`src/rtl/logo_scroll_if.sv`:
```
// Handshake-free signal bundle between the frame driver (vsync/en) and the logo scroll controller.
interface logo_scroll_if;
   logic        en;
   logic        vsync;
   logic [10:0] delt;
   logic        dir;
   logic        moving;
   logic        upd;

   modport master (output en, output vsync, input delt, input dir, input moving, input upd);
   modport slave  (input en, input vsync, output delt, output dir, output moving, output upd);
endinterface

```
`src/rtl/logo_scroll_ctrl.sv`:
```
// Ping-pongs a horizontal logo offset between 0 and MAX_DELT, one STEP per vsync rising edge,
// dwelling PAUSE_FRAMES ticks at each end. Outputs are registered: one cycle from tick to new delt.
module logo_scroll_ctrl #(
   parameter int MAX_DELT     = 200,
   parameter int STEP         = 2,
   parameter int PAUSE_FRAMES = 30
) (
   input logic          clk,
   input logic          rst,
   logo_scroll_if.slave bus
);

   localparam logic [1:0] PAUSE_L = 2'd0;
   localparam logic [1:0] RIGHT   = 2'd1;
   localparam logic [1:0] PAUSE_R = 2'd2;
   localparam logic [1:0] LEFT    = 2'd3;

   localparam logic [11:0] MAX12  = 12'(MAX_DELT);
   localparam logic [11:0] STEP12 = 12'(STEP);
   localparam logic [8:0]  PF9    = 9'(PAUSE_FRAMES);

   logic [1:0]  state_q, state_d;
   logic [10:0] delt_q, delt_d;
   logic [7:0]  pcnt_q, pcnt_d;
   logic        dir_q, dir_d;
   logic        moving_q, moving_d;
   logic        upd_q, upd_d;
   logic        vs_q, vs_d;
   logic        tick;
   logic [11:0] sum;

   always_comb begin
      vs_d    = bus.vsync;
      tick    = bus.vsync & ~vs_q & bus.en;
      state_d = state_q;
      delt_d  = delt_q;
      pcnt_d  = pcnt_q;
      sum     = {1'b0, delt_q} + STEP12;
      if (tick) begin
         case (state_q)
            PAUSE_L, PAUSE_R: begin
               if ({1'b0, pcnt_q} + 9'd1 >= PF9) begin
                  state_d = (state_q == PAUSE_L) ? RIGHT : LEFT;
                  pcnt_d  = '0;
               end else begin
                  pcnt_d = pcnt_q + 8'd1;
               end
            end
            RIGHT: begin
               if (sum >= MAX12) begin
                  delt_d  = MAX12[10:0];
                  state_d = PAUSE_R;
               end else begin
                  delt_d = sum[10:0];
               end
            end
            default: begin
               // compare before subtracting so delt can never wrap below zero
               if ({1'b0, delt_q} <= STEP12) begin
                  delt_d  = '0;
                  state_d = PAUSE_L;
               end else begin
                  delt_d = delt_q - STEP12[10:0];
               end
            end
         endcase
      end
      dir_d    = (state_d == PAUSE_L) || (state_d == RIGHT);
      moving_d = (state_d == RIGHT) || (state_d == LEFT);
      upd_d    = (delt_d != delt_q);
   end

   always_ff @(posedge clk) begin
      if (rst) begin
         state_q  <= PAUSE_L;
         delt_q   <= '0;
         pcnt_q   <= '0;
         dir_q    <= 1'b1;
         moving_q <= 1'b0;
         upd_q    <= 1'b0;
         vs_q     <= 1'b1;
      end else begin
         state_q  <= state_d;
         delt_q   <= delt_d;
         pcnt_q   <= pcnt_d;
         dir_q    <= dir_d;
         moving_q <= moving_d;
         upd_q    <= upd_d;
         vs_q     <= vs_d;
      end
   end

   assign bus.delt   = delt_q;
   assign bus.dir    = dir_q;
   assign bus.moving = moving_q;
   assign bus.upd    = upd_q;

endmodule

```
`src/flat_wrapper.sv`:
```
// flat-port wrapper written by rule: the top's interface ports become plain ports
module logo_scroll_ctrl_flat 
#(
   parameter int MAX_DELT     = 200,
   parameter int STEP         = 2,
   parameter int PAUSE_FRAMES = 30
)
  (clk, rst, bus_en, bus_vsync, bus_delt, bus_dir, bus_moving, bus_upd);
  logo_scroll_if bus_i ();
  input logic clk;
  input logic rst;
  input wire logic [$bits(bus_i.en)-1:0] bus_en;
  input wire logic [$bits(bus_i.vsync)-1:0] bus_vsync;
  output wire logic [$bits(bus_i.delt)-1:0] bus_delt;
  output wire logic [$bits(bus_i.dir)-1:0] bus_dir;
  output wire logic [$bits(bus_i.moving)-1:0] bus_moving;
  output wire logic [$bits(bus_i.upd)-1:0] bus_upd;
  assign bus_i.en = bus_en;
  assign bus_i.vsync = bus_vsync;
  assign bus_delt = bus_i.delt;
  assign bus_dir = bus_i.dir;
  assign bus_moving = bus_i.moving;
  assign bus_upd = bus_i.upd;
  logo_scroll_ctrl #(.MAX_DELT(MAX_DELT), .STEP(STEP), .PAUSE_FRAMES(PAUSE_FRAMES)) u_core (.clk(clk), .rst(rst), .bus(bus_i));
endmodule
```
`config.mk`:
```
export PLATFORM = sky130hd
export DESIGN_NAME = logo_scroll_ctrl_flat
export DESIGN_NICKNAME = d
export VERILOG_FILES = /design/src/rtl/logo_scroll_if.sv /design/src/rtl/logo_scroll_ctrl.sv /design/src/flat_wrapper.sv
export SDC_FILE = /design/constraint.sdc
export NUM_CORES = 1
export LEC_CHECK = 0
export CAP_MARGIN = 20
export CORE_MARGIN = 3
export CORE_UTILIZATION = 60
export DETAILED_ROUTE_END_ITERATION = 8
export HOLD_SLACK_MARGIN = 0.08
export PLACE_DENSITY = 0.93
export SYNTH_ARGS = -nofsm -noshare
export SYNTH_HDL_FRONTEND = slang
export SYNTH_SLANG_ARGS = --single-unit
```
`constraint.sdc`:
```
create_clock -name clk -period 6.7 [get_ports clk]
set_clock_uncertainty 0.2 [all_clocks]
set_input_delay 1.34 -clock clk [delete_from_list [all_inputs] [get_ports clk]]
set_output_delay 1.34 -clock clk [all_outputs]
set_load 0.05 [all_outputs]
```
==> results.md <==
* Register share of total power at 62.0%
* Final slew viol count at 0
* Post-CTS resize count at 0
* Peak supply drop at 0.000116 V
* GRT overflow at 0
* WL met3 at 417 µm
* Internal at 0.180 mW
* Main synth FF type: dfxtp_1
* Netlist cell types at 55
* WL met1 at 1.89 mm
* Sink Count at 24
* Max cap viols at 0
* First-pass GRT wire length at 7.67 mm
* Slew HR at 45.4%
* Core ar. at 0.00281 mm²
* Final HPWL DP at 3.16 mm
* Final period utilization at 53.2%
* Die height at 60.8 µm
* WL final at 4.42 mm
* CP bufs+invs at 1
* Drt wl/cell at 15.8 µm
* Post-synthesis sequential area ratio at 26.7%
* Switching pwr at 0.0522 mW
* Die area at 0.00369 mm²
* # DRC at 0
* Postcts setup bufs at 0
* Commonest non-fill, non-tap cell in the layout: a21oi_1
* Total track usage at 26.7%
* Worst-skew pair later-pin latency at 320 ps
* Yosys warnings at 0
* Cell family with most CP delay: buffers and inverters
* I/O pins at 18
* EDFF count, synth at 0
* RePlAce Congestion at 0.921
* Setup tns final at 0 ps
* Syn_nets at 254
* Post-synthesis register bit count at 24
* IO Port Bufs at 17
* Via count at 1869
* Comb power frac at 3.7%
* Vias in the first global route at 1668
* Diodes inserted at 0
* Critical path, cell by cell: clkdlybuf4s50_1
* Nets@finish at 258
* Net Sw Frac at 22.5%
* Routed wl met2 at 2.05 mm
* FF-to-FF path depth at 9
* Largest net degree at the start of global routing at 22
* Power density cells at 118 mW/mm²
* Mapped cell area at 0.00180 mm²
* Design Area, Final at 0.00197 mm²
* Router iterations before antenna repair at 5
* Max Freq at 280 MHz
* Post-synth ARST share at 0%
* Crit end category: primary output
* Pin slew with the least headroom to its limit at 816 ps
* Htree depth at 1
* Worst hold path type: reg -> reg
* Crit path arrival time at 2030 ps
* DR iter-0 viols at 171
* Max layer used: met4
* Share of cells above drive strength 1 at 6.85%
* Routed Antenna Nets at 0
* CP max-delay cell: clkdlybuf4s50_1
* Clock Tree Buf Depth at 2
* Most frequent cells in the layout: a21oi_1, dfxtp_1, nor2_1
* Minimum clock period at 3570 ps
* Post-cts hold buffer count at 0
* Status: complete, no violations
* Stages on worst setup path at 1
* Clock buffer count from CTS at 3
* Area of placed instances at 0.00193 mm²
* Required @ worst endpoint at 5160 ps
* Average size of a mapped cell at 7.35 µm²
* # fillers at 234
* Clk pwr share at 34.3%
* Slowest stage delay, CP at 930 ps
* Crit path kind: reg -> out
* Syn Inst Count at 245
* RSZ-0062 raised after global routing: no
* Hold path depth at 1
* CP Launch Type: register
* Largest fanout on the critical path at 21
* Initial antenna violation count at 0
* DR vias/cell at 6.70
* FP Rows at 19
* Leak at 0.730 nW
* CTS root buf: clkbuf_4
* Starting Density at 64.2%
* # setup viols final at 0
* Clock slew at reported path FFs at 140 ps
* CTS tree: yes
* Area Overhead vs Synth at 9.17%
* Hold Vio Cnt, Final at 0
* Die W at 60.8 µm
==> flip-flops by register name, indices dropped and copies added (netlist names) <==
register / cells
u_core.vs_q: 1
u_core.pcnt_q: 8
u_core.state_q: 2
u_core.bus.upd: 1
u_core.bus.delt: 11
u_core.bus.dir: 1
==> cells in the mapped netlist (all sizes together) (3+ instances only) <==
cell | count | share of area [%]
a211oi | 8 | 3.6
dfxtp | 24 | 27
or3 | 5 | 2.0
buf | 3 | 1.2
a21oi | 30 | 8.8
nor3 | 8 | 2.2
a31oi | 7 | 2.4
and2 | 7 | 2.4
nor4 | 4 | 1.4
inv | 12 | 2.5
o21ai | 13 | 3.6
clkbuf | 15 | 3.3
nand2 | 16 | 3.3
nand2b | 5 | 1.7
nand3 | 13 | 3.6
nor2 | 22 | 4.6
or2 | 3 | 1.0
ha | 5 | 3.5
==> final timing paths <==
kind	start	to	slack, ps
max	u_core.state_q[0]$_SDFF_PP0_	bus_moving	3130
min reg2reg	u_core.pcnt_q[6]$_SDFFE_PP0P_	u_core.pcnt_q[6]$_SDFFE_PP0P_	290
max reg2reg	u_core.bus.delt[2]$_SDFF_PP0_	u_core.bus.upd$_SDFF_PP0_	3740
min	u_core.pcnt_q[6]$_SDFFE_PP0P_	u_core.pcnt_q[6]$_SDFFE_PP0P_	290
==> power by group through the flow <==
stage	registers, mW	clock network (mW)	logic (mW)
4_1_cts	0.144	0.0797	0.00852
5_1_grt	0.144	0.0866	0.00958
2_1_floorplan	0.147	0	0.00538
3_3_place_gp	0.147	0	0.00823
6_report	0.144	0.0795	0.00863
3_5_place_dp	0.147	0	0.00848
==> per-layer routing <==
layer | global-route usage (%) | up-vias
li1 | - | 907
met1 | 38.3 | 843
met2 | 41.8 | 108
met3 | 4.47 | 11
met4 | 6.19 | 0
met5 | 0 | -
==> stage by stage <==
stage               worst slack, ps  hold WS [ps]  total power [mW]  std cells  utilization [%]
finish                         3130           288             0.232        279             70.1
global route                   3060           308             0.240        279             70.1
CTS                            3160           287             0.232        279             70.1
detailed placement             3190           251             0.155        275             68.8
global placement               3260           245             0.155        275             68.8
floorplan                      3820           231             0.152        245                -
==> cell type report <==
type                            count  area, µm²  area share (%)
Inverter                           12       45.0            2.29
Sequential cell                    24        480            24.4
Tap cell                           31       38.8            1.97
Multi-Input combinational cell    191       1190            60.8
Clock buffer                        4       36.3            1.85
Timing Repair Buffer               17        170            8.66
==> cell families (layout without fill, tap and decap cells) <==
family / Yosys count / count (layout) / synth area share [%]
flip-flops: 24 / 24 / 26.7
AND/OR/NAND/NOR: 100 / 100 / 29.5
multiplexers: 1 / 1 / 0.556
AO/OA/AOI/OAI: 81 / 81 / 30.9
buffers and inverters: 30 / 33 / 6.95
adder cells (fa/ha/maj): 5 / 5 / 3.47
XOR/XNOR: 4 / 4 / 1.95
(Power assumes the default switching activity.)
